### config.mk
export PLATFORM = sky130hd
export DESIGN_NAME = afe_scan_sequencer
export DESIGN_NICKNAME = d
export VERILOG_FILES = /design/src/rtl/afe_scan_sequencer.sv
export SDC_FILE = /design/constraint.sdc
export NUM_CORES = 1
export LEC_CHECK = 0
export ABC_AREA = 1
export BUFFER_PORTS_ARGS = -buffer_cell sky130_fd_sc_hd__buf_2
export CORE_MARGIN = 2
export CORE_UTILIZATION = 56
export DETAILED_ROUTE_END_ITERATION = 8
export MAX_ROUTING_LAYER = met4
export PLACE_DENSITY = 0.79
export SLEW_MARGIN = 5
export SYNTH_ARGS = -nofsm -noshare
export SYNTH_HDL_FRONTEND = slang
export SYNTH_SLANG_ARGS = --single-unit
### constraint.sdc
create_clock -name CLK -period 3.01 [get_ports CLK]
set_input_delay 0.1505 -clock CLK [delete_from_list [all_inputs] [get_ports CLK]]
set_output_delay 0.1505 -clock CLK [all_outputs]
set_load 0.05 [all_outputs]
### src/rtl/afe_scan_sequencer.sv
// Injection-scan controller: drives a programmable INJ_OUT pulse train and
// accumulates hit count and time-over-threshold statistics from a synchronized COMP.
module afe_scan_sequencer #(
    parameter int CNT_W  = 8,
    parameter int NINJ_W = 8
) (
    input  logic                    CLK,
    input  logic                    RST,
    input  logic                    START,
    input  logic [NINJ_W-1:0]       CFG_NINJ,
    input  logic [7:0]              CFG_HIGH,
    input  logic [7:0]              CFG_LOW,
    input  logic                    COMP,
    output logic                    INJ_OUT,
    output logic                    BUSY,
    output logic                    DONE,
    output logic [NINJ_W-1:0]       HIT_CNT,
    output logic [CNT_W+NINJ_W-1:0] TOT_SUM,
    output logic [CNT_W-1:0]        TOT_MAX,
    output logic                    OVF
);

    localparam int SUM_W = CNT_W + NINJ_W;

    typedef enum logic [1:0] {
        S_IDLE,
        S_HIGH,
        S_LOW
    } state_t;

    state_t              state_q, state_d;
    logic                comp_meta_q, comp_s_q;
    logic [NINJ_W-1:0]   ninj_q, ninj_d;
    logic [7:0]          high_last_q, high_last_d;
    logic [7:0]          low_last_q, low_last_d;
    logic [7:0]          phase_q, phase_d;
    logic [NINJ_W-1:0]   inj_q, inj_d;
    logic [CNT_W-1:0]    tot_q, tot_d;
    logic                hit_q, hit_d;
    logic                inj_out_q, inj_out_d;
    logic                done_q, done_d;
    logic [NINJ_W-1:0]   hit_cnt_q, hit_cnt_d;
    logic [SUM_W-1:0]    tot_sum_q, tot_sum_d;
    logic [CNT_W-1:0]    tot_max_q, tot_max_d;
    logic                ovf_q, ovf_d;

    logic                tot_full;
    logic [CNT_W-1:0]    tot_next;
    logic                hit_next;

    always_ff @(posedge CLK) begin
        if (RST) begin
            state_q     <= S_IDLE;
            comp_meta_q <= 1'b0;
            comp_s_q    <= 1'b0;
            ninj_q      <= '0;
            high_last_q <= '0;
            low_last_q  <= '0;
            phase_q     <= '0;
            inj_q       <= '0;
            tot_q       <= '0;
            hit_q       <= 1'b0;
            inj_out_q   <= 1'b0;
            done_q      <= 1'b0;
            hit_cnt_q   <= '0;
            tot_sum_q   <= '0;
            tot_max_q   <= '0;
            ovf_q       <= 1'b0;
        end else begin
            state_q     <= state_d;
            comp_meta_q <= COMP;
            comp_s_q    <= comp_meta_q;
            ninj_q      <= ninj_d;
            high_last_q <= high_last_d;
            low_last_q  <= low_last_d;
            phase_q     <= phase_d;
            inj_q       <= inj_d;
            tot_q       <= tot_d;
            hit_q       <= hit_d;
            inj_out_q   <= inj_out_d;
            done_q      <= done_d;
            hit_cnt_q   <= hit_cnt_d;
            tot_sum_q   <= tot_sum_d;
            tot_max_q   <= tot_max_d;
            ovf_q       <= ovf_d;
        end
    end

    always_comb begin
        state_d     = state_q;
        ninj_d      = ninj_q;
        high_last_d = high_last_q;
        low_last_d  = low_last_q;
        phase_d     = phase_q;
        inj_d       = inj_q;
        tot_d       = tot_q;
        hit_d       = hit_q;
        done_d      = 1'b0;
        hit_cnt_d   = hit_cnt_q;
        tot_sum_d   = tot_sum_q;
        tot_max_d   = tot_max_q;
        ovf_d       = ovf_q;

        tot_full = &tot_q;
        tot_next = tot_q + CNT_W'(comp_s_q & ~tot_full);
        hit_next = hit_q | comp_s_q;

        unique case (state_q)
            S_IDLE: begin
                if (START) begin
                    // Durations are stored as the last phase index, so 0 and 1 both mean one cycle.
                    ninj_d      = CFG_NINJ;
                    high_last_d = (CFG_HIGH == 8'd0) ? 8'd0 : CFG_HIGH - 8'd1;
                    low_last_d  = (CFG_LOW == 8'd0) ? 8'd0 : CFG_LOW - 8'd1;
                    hit_cnt_d   = '0;
                    tot_sum_d   = '0;
                    tot_max_d   = '0;
                    ovf_d       = 1'b0;
                    if (CFG_NINJ != '0) begin
                        phase_d = '0;
                        inj_d   = '0;
                        tot_d   = '0;
                        hit_d   = 1'b0;
                        state_d = S_HIGH;
                    end else begin
                        done_d = 1'b1;
                    end
                end
            end
            S_HIGH, S_LOW: begin
                tot_d = tot_next;
                hit_d = hit_next;
                if (comp_s_q && tot_full) begin
                    ovf_d = 1'b1;
                end
                if (state_q == S_HIGH) begin
                    if (phase_q == high_last_q) begin
                        phase_d = '0;
                        state_d = S_LOW;
                    end else begin
                        phase_d = phase_q + 8'd1;
                    end
                end else if (phase_q == low_last_q) begin
                    hit_cnt_d = hit_cnt_q + NINJ_W'(hit_next);
                    tot_sum_d = tot_sum_q + SUM_W'(tot_next);
                    tot_max_d = (tot_next > tot_max_q) ? tot_next : tot_max_q;
                    tot_d     = '0;
                    hit_d     = 1'b0;
                    phase_d   = '0;
                    inj_d     = inj_q + NINJ_W'(1);
                    if (inj_q == ninj_q - NINJ_W'(1)) begin
                        state_d = S_IDLE;
                        done_d  = 1'b1;
                    end else begin
                        state_d = S_HIGH;
                    end
                end else begin
                    phase_d = phase_q + 8'd1;
                end
            end
            default: state_d = S_IDLE;
        endcase

        inj_out_d = (state_d == S_HIGH);
    end

    assign INJ_OUT = inj_out_q;
    assign BUSY    = (state_q != S_IDLE);
    assign DONE    = done_q;
    assign HIT_CNT = hit_cnt_q;
    assign TOT_SUM = tot_sum_q;
    assign TOT_MAX = tot_max_q;
    assign OVF     = ovf_q;

endmodule

==> summary.md, run 1 <==
| Metric | Value |
|---|---|
| Setup crit end kind | `flip-flop` |
| Worst slew pin tran | `1.08 ns` |
| Fin crit share | `0.968` |
| Crit. Startpoint | `tot_q[4]$_SDFFE_PP0P_` |
| EDFF count, synth | `0` |
| Synth Cell Area | `5590 sq um` |
| DR DRC count | `0` |
| Yosys reg bits | `88` |
| CTS Buffer Depth | `2` |
| Starting DRT DRC Count | `257` |
| First-pass GRT wire length | `21200 microns` |
| Drt first pass iters | `5` |
| WS Path Type | `reg2reg` |
| Setup TNS | `0 ns` |
| Switching portion of total power | `0.372` |
| Non-Filler Instances | `1055` |
| # H-tree levels | `3` |
| Relative slew slack | `0.271` |
| Setup Viol. Count Final | `0` |
| CP Data Arrival Time | `3.23 ns` |
| Syn_nets | `905` |
| Grt total ovfl | `0` |
| Achievable clock frequency | `343 MHz` |
| Die ar. | `10800 sq um` |
| Die H | `104 microns` |
| Worst Path Required | `3.33 ns` |
| Pin count of the biggest net entering global routing | `47` |
| Metal3 WL | `566 microns` |
| FFs w/ async S/R, synth | `0` |
| Gp weighted congestion | `0.918` |
| Multiplexer share of the synthesized area | `0` |
| Final Max Tran Viols | `0` |
| Final Routed Wirelength | `12700 microns` |
| Final instance area | `6460 sq um` |
| Initial antenna violation count | `0` |
| Clock slew seen by the registers of the worst setup and hold paths | `0.09 ns` |
| IO Pins | `64` |
| Final count of hold timing violations | `0` |
| Most frequent CP cell | `nor2_1` |
| Metal2 WL | `5810 microns` |
| Num rows | `36` |
| CTS root buffer | `clkbuf_8` |
| YS warnings | `0` |
| Synth Area in XOR/XNOR | `0.0750` |
| Sw power | `1.21 mW` |
| Clock skew | `0.0130 ns` |
| Period minus WS final | `2.91 ns` |
| Slowest cell on crit path | `dfxtp_2` |
| Max IR drop VDD | `0.243 mV` |
| Worst-Skew Late Latency | `0.38 ns` |
| Nets | `976` |
| DP HPWL | `9070 microns` |
| FF/Latch Area | `1770 sq um` |
| Reg2reg start | `tot_q[4]$_SDFFE_PP0P_` |
| Initial Util | `0.575` |
| Hold Crit Class | `in2reg` |
| Post-synthesis compound-gate area fraction | `0.0996` |
| Multi-input logic area | `3450 sq um` |
| Sink Count | `88` |
| Synth area leader | `dfxtp_1` |
| Crit-path leading delay family | `simple AND/OR/NAND/NOR gates` |
| M1 wire length | `6110 microns` |
| Placed Cells | `1033` |
| Combinational share of power | `0.329` |
| Power per Cell Area | `506 nW/um^2` |
| Syn-to-layout area delta | `15.5%` |
| DRT antenna net count | `0` |
| Pre-CTS setup slack | `0.119 ns` |
| WP buf/inv | `2` |
| Wire length per cell | `12.1 microns` |
| I/O Buffers | `63` |
| Placed cell areas | `6040 sq um` |
| Startpoint type of the worst setup path | `flip-flop` |
| Ant diodes | `0` |
| Static Leak | `2.97 nW` |
| Status | `finished, final reports clean` |
| Fillers | `916` |
| Vias in the first global route | `4703` |
| Routed vias/inst | `5.09` |
| HP Start | `CFG_NINJ[7]` |
| Largest family of logic cells by synthesized area | `simple AND/OR/NAND/NOR gates` |
| Average size of a mapped cell | `6.60 sq um` |
| Simple-gate share of the synthesized area | `0.351` |
| Most frequent cell after synthesis | `nand2_1` |
| Num CTS Buffers | `9` |
| Worst Setup Slack, final | `0.0963 ns` |
| Cell Chain, Critical Path | `nand4_1 > nor3_2 > nor2_1 > ha_2 > nand3_2 > nor2_1 > nor2_1 > nor2_1 > buf_4 > ha_1 > a21oi_1 > o21a_1 > nand2_1 > a21oi_2 > nor2_4 > buf_12 > nand2_1 > nand2_1 > nor2_1` |
| Vias | `5374` |
| Crit-path max cell delay | `0.33 ns` |
| Sequential share of power | `0.402` |
| Core area | `9730 sq um` |
| Post-Synth Adder-Cell Area | `0.0685` |
| Chip Width | `104 microns` |
| Final Core Density | `0.664` |
| Layout cells sized above 1 | `0.169` |
| Post-synthesis sequential area ratio | `0.315` |
| Synth unique cells | `46` |
| Clk pwr share | `0.270` |
| Top cells by count, synth | `nand2_1 (239), nor2_1 (122), inv_1 (90), dfxtp_1 (88), a21oi_1 (62)` |
| Internal power | `2.05 mW` |
| Max Cap Viol | `0` |
| Synthesized instance count | `847` |
| CTS tree | `built` |
| Total Routing Usage GR | `0.242` |
| CP max FO | `8` |
| Ys flop type | `dfxtp_1` |
| Top layer reached by signal wires | `met4` |
| Yosys top cell area share | `0.315` |
| Top post-synthesis cells by area | `dfxtp_1 (32%), nand2_1 (16%), nor2_1 (8.2%)` |
-- state kept, by name (all words and copies together) (netlist names) --
| name | cells |
|---|---|
| DONE | 1 |
| HIT_CNT | 8 |
| INJ_OUT | 1 |
| OVF | 1 |
| TOT_MAX | 8 |
| TOT_SUM | 16 |
| comp_meta_q | 1 |
| comp_s_q | 1 |
| high_last_q | 8 |
| hit_q | 1 |
| inj_q | 8 |
| low_last_q | 8 |
| ninj_q | 8 |
| phase_q | 8 |
| state_q | 2 |
| tot_q | 8 |
-- placed cells by master (no fill, tap or decap), types with 8 or more instances in the layout --
master	instances
nor2_1	120
ha_1	23
nand3_1	50
nand4_1	8
o21ai_0	19
xor2_1	25
buf_4	18
buf_2	63
inv_1	87
dfxtp_1	84
inv_2	9
clkbuf_8	9
a21oi_1	60
xnor2_1	20
nand2_1	236
-- power by group through the flow --
stage / sequential, mW / clock (mW) / combinational [mW]
after floorplan: 1.46 / 0 / 0.663
after global placement: 1.34 / 0 / 0.960
after detailed placement: 1.34 / 0 / 0.973
after CTS: 1.31 / 0.894 / 0.984
after global routing: 1.32 / 0.944 / 1.19
final: 1.31 / 0.881 / 1.07
-- logic make-up (layout without fill, tap and decap cells) --
group	count (synthesis)	in the layout
DFF	88	88
buffers and inverters	122	197
and+or+nand+nor	458	458
AOI/OAI and AO/OA	102	102
adders and majority gates	30	30
xor gates and xnor gates	47	47
-- what timing repair did --
item	in CTS	in global routing
setup buffers	0	5
endpoints found under the hold margin	1	0
setup endpoints to repair	0	18
hold buffers	1	0
gates resized for setup	0	30
-- area by class of cell --
class                      instances  share of cell area
clock buffer                      11              0.0203
clock inverter                     4              0.0109
inverter                          98              0.0574
multi-input combinational        637               0.534
sequential                        88               0.274
tap                              133              0.0258
timing repair buffer              84              0.0783
-- worst paths after layout --
check                           slack, ns                 endpoint  cells past startpoint
worst max-delay path                  0.1  TOT_MAX[2]$_SDFFE_PP0P_                     19
worst min-delay path                 0.07   ninj_q[7]$_SDFFE_PP0P_                      3
worst max register to register        0.1  TOT_MAX[2]$_SDFFE_PP0P_                     19
worst min register to register       0.41      comp_s_q$_SDFF_PP0_                      2
-- metrics by stage --
step	hold WS, ns	power, mW
after global routing	0.0897	3.46
after CTS	0.0620	3.19
after floorplan	0.257	2.12
after detailed placement	0.388	2.31
final	0.0665	3.27
after global placement	0.373	2.30
-- worst register-to-register path, stage by stage, from the launching register on --
cell and delay, ns:
dfxtp_2 0.33, nand4_1 0.14, nor3_2 0.08, nor2_1 0.13, ha_2 0.23, nand3_2 0.13, nor2_1 0.20, nor2_1 0.06
nor2_1 0.19, buf_4 0.17, ha_1 0.23, a21oi_1 0.16, o21a_1 0.14, nand2_1 0.06, a21oi_2 0.18, nor2_4 0.09
buf_12 0.14, nand2_1 0.05, nand2_1 0.04, nor2_1 0.12
-- per-layer routing --
layer,track usage,vias up
met5,-,-
met4,0.0936,0
met3,0.0388,23
met2,0.371,140
met1,0.320,2394
li1,-,2817
(Power assumes the default switching activity.)
==> inputs of run 2 (changes only) <==
Settings changed: PLACE_DENSITY 0.79 to 0.77.
Clock period 3.01 ns to 3.2 ns, I/O delays scaled along.
==> summary.md, run 2 (same netlist as run 1, synthesis figures left out) <==
| Metric | Value |
|---|---|
| Vias in the first global route | `4630 (-1.6%)` |
| Routed vias/inst | `5.00 (-1.9%)` |
| Most frequent CP cell | `nor2_1` |
| Gp weighted congestion | `0.944 (+2.8%)` |
| Power Total | `3.00 mW (-8.1%)` |
| CP max FO | `4 (-4)` |
| Setup Viol. Count Final | `0 (unchanged)` |
| Num rows | `36 (unchanged)` |
| CTS Buffer Depth | `2 (unchanged)` |
| Worst-Skew Late Latency | `0.37 ns (about the same)` |
| Final Routed Wirelength | `12100 microns (-4.7%)` |
| DP HPWL | `9070 microns (about the same)` |
| Drt first pass iters | `5 (unchanged)` |
| Setup TNS | `0 ns (unchanged)` |
| Crit. Startpoint | `tot_q[4]$_SDFFE_PP0P_` |
| Reg2reg start | `tot_q[4]$_SDFFE_PP0P_` |
| I/O Buffers | `63 (unchanged)` |
| Ant diodes | `0 (unchanged)` |
| HP Start | `CFG_NINJ[7]` |
| Crit-path max cell delay | `0.39 ns (+0.06 ns)` |
| FF/Latch Area | `1770 sq um (unchanged)` |
| # H-tree levels | `3 (unchanged)` |
| Starting DRT DRC Count | `250 (-2.7%)` |
| WP buf/inv | `2 (unchanged)` |
| Achievable clock frequency | `341 MHz (-0.69%)` |
| Grt total ovfl | `0 (unchanged)` |
| Pin count of the biggest net entering global routing | `43 (-8.5%)` |
| Num CTS Buffers | `9 (unchanged)` |
| CP Data Arrival Time | `3.24 ns (about the same)` |
| Fillers | `937 (+2.3%)` |
| Worst Path Required | `3.51 ns (+0.18 ns)` |
| Wire length per cell | `11.6 microns (-3.7%)` |
| Syn-to-layout area delta | `11.7%` |
| Relative slew slack | `0.451 (+0.180)` |
| Startpoint type of the worst setup path | `flip-flop` |
| CTS tree | `built` |
| Placed cell areas | `5990 sq um (-0.87%)` |
| Layout cells sized above 1 | `0.139 (-0.0298)` |
| Clock skew | `0.00950 ns (-0.00345 ns)` |
| Initial antenna violation count | `0 (unchanged)` |
| CTS root buffer | `clkbuf_8` |
| Vias | `5216 (-2.9%)` |
| Final Max Tran Viols | `0 (unchanged)` |
| DR DRC count | `0 (unchanged)` |
| Commonest non-fill, non-tap cell in the layout | `nand2_1` |
| Static Leak | `2.91 nW (-2.1%)` |
| Die ar. | `10800 sq um (unchanged)` |
| Final instance area | `6250 sq um (-3.2%)` |
| Max Cap Viol | `0 (unchanged)` |
| Period minus WS final | `2.93 ns (+0.0203 ns)` |
| Initial Util | `0.575 (unchanged)` |
| Worst slew pin tran | `0.815 ns (-0.267 ns)` |
| WS Path Type | `reg2reg` |
| Clock slew seen by the registers of the worst setup and hold paths | `0.08 ns (about the same)` |
| Max IR drop VDD | `0.356 mV (+46%)` |
| Most frequent cells in the layout | `nand2_1 (239), nor2_1 (122), inv_1 (90), dfxtp_1 (84), buf_2 (63)` |
| Final count of hold timing violations | `0 (unchanged)` |
| Slowest cell on crit path | `dfxtp_1` |
| Non-Filler Instances | `1044 (-1.0%)` |
| Cell Chain, Critical Path | `nand4_1 > nor3_2 > nor2_1 > ha_1 > ha_1 > inv_1 > nor2_1 > xnor2_1 > inv_1 > ha_1 > nand2_1 > nor2_1 > nand3_1 > nand2_1 > nand2_1 > nand3b_1 > nand3_1 > o21a_1 > nor2_1` |
| Placed Cells | `1026 (-0.68%)` |
| Power per Cell Area | `481 nW/um^2 (-5.1%)` |
| Sink Count | `88 (unchanged)` |
| Crit-path leading delay family | `simple AND/OR/NAND/NOR gates` |
| Setup crit end kind | `flip-flop` |
| Largest register FFs | `16 (unchanged)` |
| Total Routing Usage GR | `0.239 (-0.00245)` |
| Die H | `104 microns (unchanged)` |
| Fin crit share | `0.917 (-0.0511)` |
| Hold Crit Class | `in2reg` |
| Chip Width | `104 microns (unchanged)` |
| Final Core Density | `0.642 (-0.0215)` |
| Status | `finished, final reports clean` |
| First-pass GRT wire length | `21000 microns (-0.88%)` |
| IO Pins | `64 (unchanged)` |
| DRT antenna net count | `0 (unchanged)` |
| Nets | `964 (-1.2%)` |
| Core area | `9730 sq um (unchanged)` |
| RSZ-0062 raised after global routing | `yes` |
| Multi-input logic area | `3330 sq um (-3.2%)` |
[run 2: timing repair]
action / 4_1_cts / 5_1_grt
hold endpoints to repair: 1 / 0
buffers inserted: 0 / 1
endpoints found under the setup margin: 0 / 16
resized for setup: 0 / 7
hold buffers: 1 / 0
[run 2: final timing paths]
kind	to	slack, ns	depth (start not counted)
worst max-delay path	TOT_SUM[15]$_SDFFE_PP0P_	0.27	19
worst min-delay path	ninj_q[7]$_SDFFE_PP0P_	0.07	3
worst max register to register	TOT_SUM[15]$_SDFFE_PP0P_	0.27	19
worst min register to register	comp_s_q$_SDFF_PP0_	0.41	2
[run 2: metal layers]
layer	part of all wire	track usage	routed length, microns
met1	0.50	0.322	6030
met5	0	-	0
met4	0.015	0.0830	187
met3	0.043	0.0276	517
met2	0.44	0.374	5400
[run 2: cell type report]
class                           count  share of cell area
Inverter                           98              0.0593
Tap cell                          133              0.0266
Multi-Input combinational cell    637               0.534
Timing Repair Buffer               72              0.0637
Sequential cell                    88               0.283
Clock buffer                       10              0.0204
Clock inverter                      6              0.0134
[run 2: tightest hold or removal path, cell delays in order]
cell and delay (ns):
buf_2 0.08, o21ai_0 0.08, nor2_1 0.08
[run 2: metrics by stage]
step,worst slack (ns),hold WS (ns)
floorplan,0.540,0.267
global placement,0.237,0.387
detailed placement,0.190,0.392
CTS,0.153,0.0706
global route,0.00499,0.0865
finish,0.266,0.0665
[run 2: where the power goes]
group	internal (mW)	switching [mW]
combinational	0.283	0.651
clock	0.437	0.396
sequential	1.17	0.0654
total	1.89	1.11
==> inputs of run 3 (changes only) <==
Settings changed: CORE_UTILIZATION 56 to 25, PLACE_DENSITY 0.77 to 0.41.
==> summary.md, run 3 (same netlist as run 1, synthesis figures left out) <==
| Metric | Value |
|---|---|
| Power Total | `3.33 mW (+11%)` |
| Switching portion of total power | `0.366 (-0.00440)` |
| Achievable clock frequency | `344 MHz (+1.0%)` |
| Status | `finished, final reports clean` |
| Worst Path Required | `3.45 ns (-0.06 ns)` |
| Initial antenna violation count | `0 (unchanged)` |
| Wire length per cell | `12.8 microns (+10%)` |
| CP Data Arrival Time | `3.15 ns (-0.09 ns)` |
| Pin count of the biggest net entering global routing | `56 (+30%)` |
| Hold Crit Class | `in2reg` |
| Setup crit end kind | `flip-flop` |
| CTS root buffer | `clkbuf_16` |
| Worst slew pin tran | `1.14 ns (+0.320 ns)` |
| Startpoint type of the worst setup path | `flip-flop` |
| Chip Width | `154 microns (+48%)` |
| Grt total ovfl | `0 (unchanged)` |
| CTS hold repair buffers | `0 (-1)` |
| Vias in the first global route | `4802 (+3.7%)` |
| DR DRC count | `0 (unchanged)` |
| Max IR drop VDD | `0.207 mV (-42%)` |
| CTS Buffer Depth | `2 (unchanged)` |
| Resized cells post-CTS | `0 (unchanged)` |
| Relative slew slack | `0.235 (-0.216)` |
| Non-Filler Instances | `1195 (+14%)` |
| Nets | `968 (+0.41%)` |
| Starting DRT DRC Count | `184 (-26%)` |
| Internal power | `2.11 mW (+12%)` |
| Metal2 WL | `6650 microns (+23%)` |
| Final Max Tran Viols | `0 (unchanged)` |
| Clock slew seen by the registers of the worst setup and hold paths | `0.07 ns (about the same)` |
| CP max FO | `16 (+12)` |
| Total Routing Usage GR | `0.136 (-0.103)` |
| Post-CTS Setup Inserts | `0 (unchanged)` |
| Static Leak | `2.96 nW (+1.8%)` |
| Setup Viol. Count Final | `0 (unchanged)` |
| Sequential share of power | `0.373 (-0.039)` |
| Most frequent cells in the layout | `nand2_1 (238), nor2_1 (122), inv_1 (90), dfxtp_1 (87), buf_2 (63)` |
| Placed Cells | `1179 (+15%)` |
| Clk pwr share | `0.345 (+0.067)` |
| Gp weighted congestion | `0.771 (-18%)` |
| Core area | `21900 sq um (+130%)` |
| Top layer reached by signal wires | `met4` |
| WS Path Type | `reg2reg` |
| Commonest non-fill, non-tap cell in the layout | `nand2_1` |
| Power per Cell Area | `508 nW/um^2 (+5.7%)` |
| Worst Hold Margin | `0.0364 ns (-0.0302 ns)` |
| Final count of hold timing violations | `0 (unchanged)` |
| Sink Count | `88 (unchanged)` |
| Die H | `154 microns (+48%)` |
| Syn-to-layout area delta | `17.2%` |
| Die ar. | `23600 sq um (+120%)` |
| # H-tree levels | `3 (unchanged)` |
| Drt first pass iters | `4 (-1)` |
| Num rows | `54 (+50%)` |
| Max Cap Viol | `0 (unchanged)` |
| CTS tree | `built` |
| M1 wire length | `8160 microns (+35%)` |
| Final Routed Wirelength | `15300 microns (+26%)` |
| DP HPWL | `11500 microns (+27%)` |
| Period minus WS final | `2.90 ns (-0.0301 ns)` |
| Ant diodes | `0 (unchanged)` |
| DRT antenna net count | `0 (unchanged)` |
| Routed vias/inst | `4.31 (-14%)` |
| Vias | `5151 (-1.2%)` |
| Initial Util | `0.255 (-0.319)` |
| Largest register FFs | `16 (unchanged)` |
| IO Pins | `64 (unchanged)` |
| I/O Buffers | `63 (unchanged)` |
| Sw power | `1.22 mW (+9.6%)` |
| Combinational share of power | `0.283 (-0.028)` |
| Metal3 WL | `260 microns (-50%)` |
| Clock skew | `0.00790 ns (-0.00160 ns)` |
| Num CTS Buffers | `9 (unchanged)` |
| Fin crit share | `0.907 (-0.00941)` |
| First-pass GRT wire length | `25200 microns (+20%)` |
| Layout cells sized above 1 | `0.142 (+0.00267)` |
| Worst-Skew Late Latency | `0.35 ns (-0.02 ns)` |
## run 3: layout make-up
| cell class | instances | area, sq um |
|---|---|---|
| clock buffer | 12 | 267 |
| clock inverter | 4 | 51.3 |
| fill | 2497 | 15300 |
| inverter | 98 | 370 |
| multi-input combinational | 637 | 3340 |
| sequential | 88 | 1760 |
| tap | 280 | 350 |
| timing repair buffer | 76 | 413 |
## run 3: power by group through the flow
stage | clock network, mW | logic, mW | registers (mW)
2_1_floorplan | 0 | 0.624 | 1.37
3_3_place_gp | 0 | 0.961 | 1.27
3_5_place_dp | 0 | 0.962 | 1.27
4_1_cts | 1.19 | 0.964 | 1.24
5_1_grt | 1.23 | 1.07 | 1.25
6_report | 1.15 | 0.941 | 1.24
## run 3: through the flow
| step | util | instance area [sq um] | setup WS [ns] | TNS, ns |
|---|---|---|---|---|
| floorplan | - | 5590 | 0.540 | 0 |
| CTS | 0.298 | 6530 | 0.178 | 0 |
| global placement | 0.284 | 6220 | 0.284 | 0 |
| global route | 0.299 | 6560 | -0.0151 | -0.0343 |
| detailed placement | 0.284 | 6220 | 0.194 | 0 |
| finish | 0.299 | 6560 | 0.296 | 0 |
## run 3: worst paths after layout
check / start / end / slack [ns] / depth (start not counted)
setup / recovery: tot_q[4]$_SDFFE_PP0P_ / TOT_MAX[0]$_SDFFE_PP0P_ / 0.30 / 19
hold / removal: COMP / comp_meta_q$_SDFF_PP0_ / 0.04 / 3
setup reg to reg: tot_q[4]$_SDFFE_PP0P_ / TOT_MAX[0]$_SDFFE_PP0P_ / 0.30 / 19
hold reg to reg: comp_meta_q$_SDFF_PP0_ / comp_s_q$_SDFF_PP0_ / 0.40 / 2
## run 3: per-layer routing
metal | track usage | vias to the layer above
met2 | 0.199 | 37
met4 | 0.0472 | 0
met3 | 0.0166 | 13
met5 | - | -
li1 | - | 2805
met1 | 0.192 | 2296
## run 3: worst max-delay path, cell delays in order (launching register included)
cell and delay (ns):
dfxtp_1 0.40, nand4_1 0.16, nor3_2 0.16, nor2_1 0.07, ha_1 0.19, nand3_1 0.15, nor2_1 0.08, a31o_2 0.20
nand2_1 0.07, inv_1 0.09, ha_1 0.30, nand2_1 0.08, nor2_1 0.14, nand2_1 0.07, nand2_1 0.05, a21oi_1 0.08
nor2_4 0.30, nand2_1 0.10, nand2_1 0.07, nor2_1 0.04
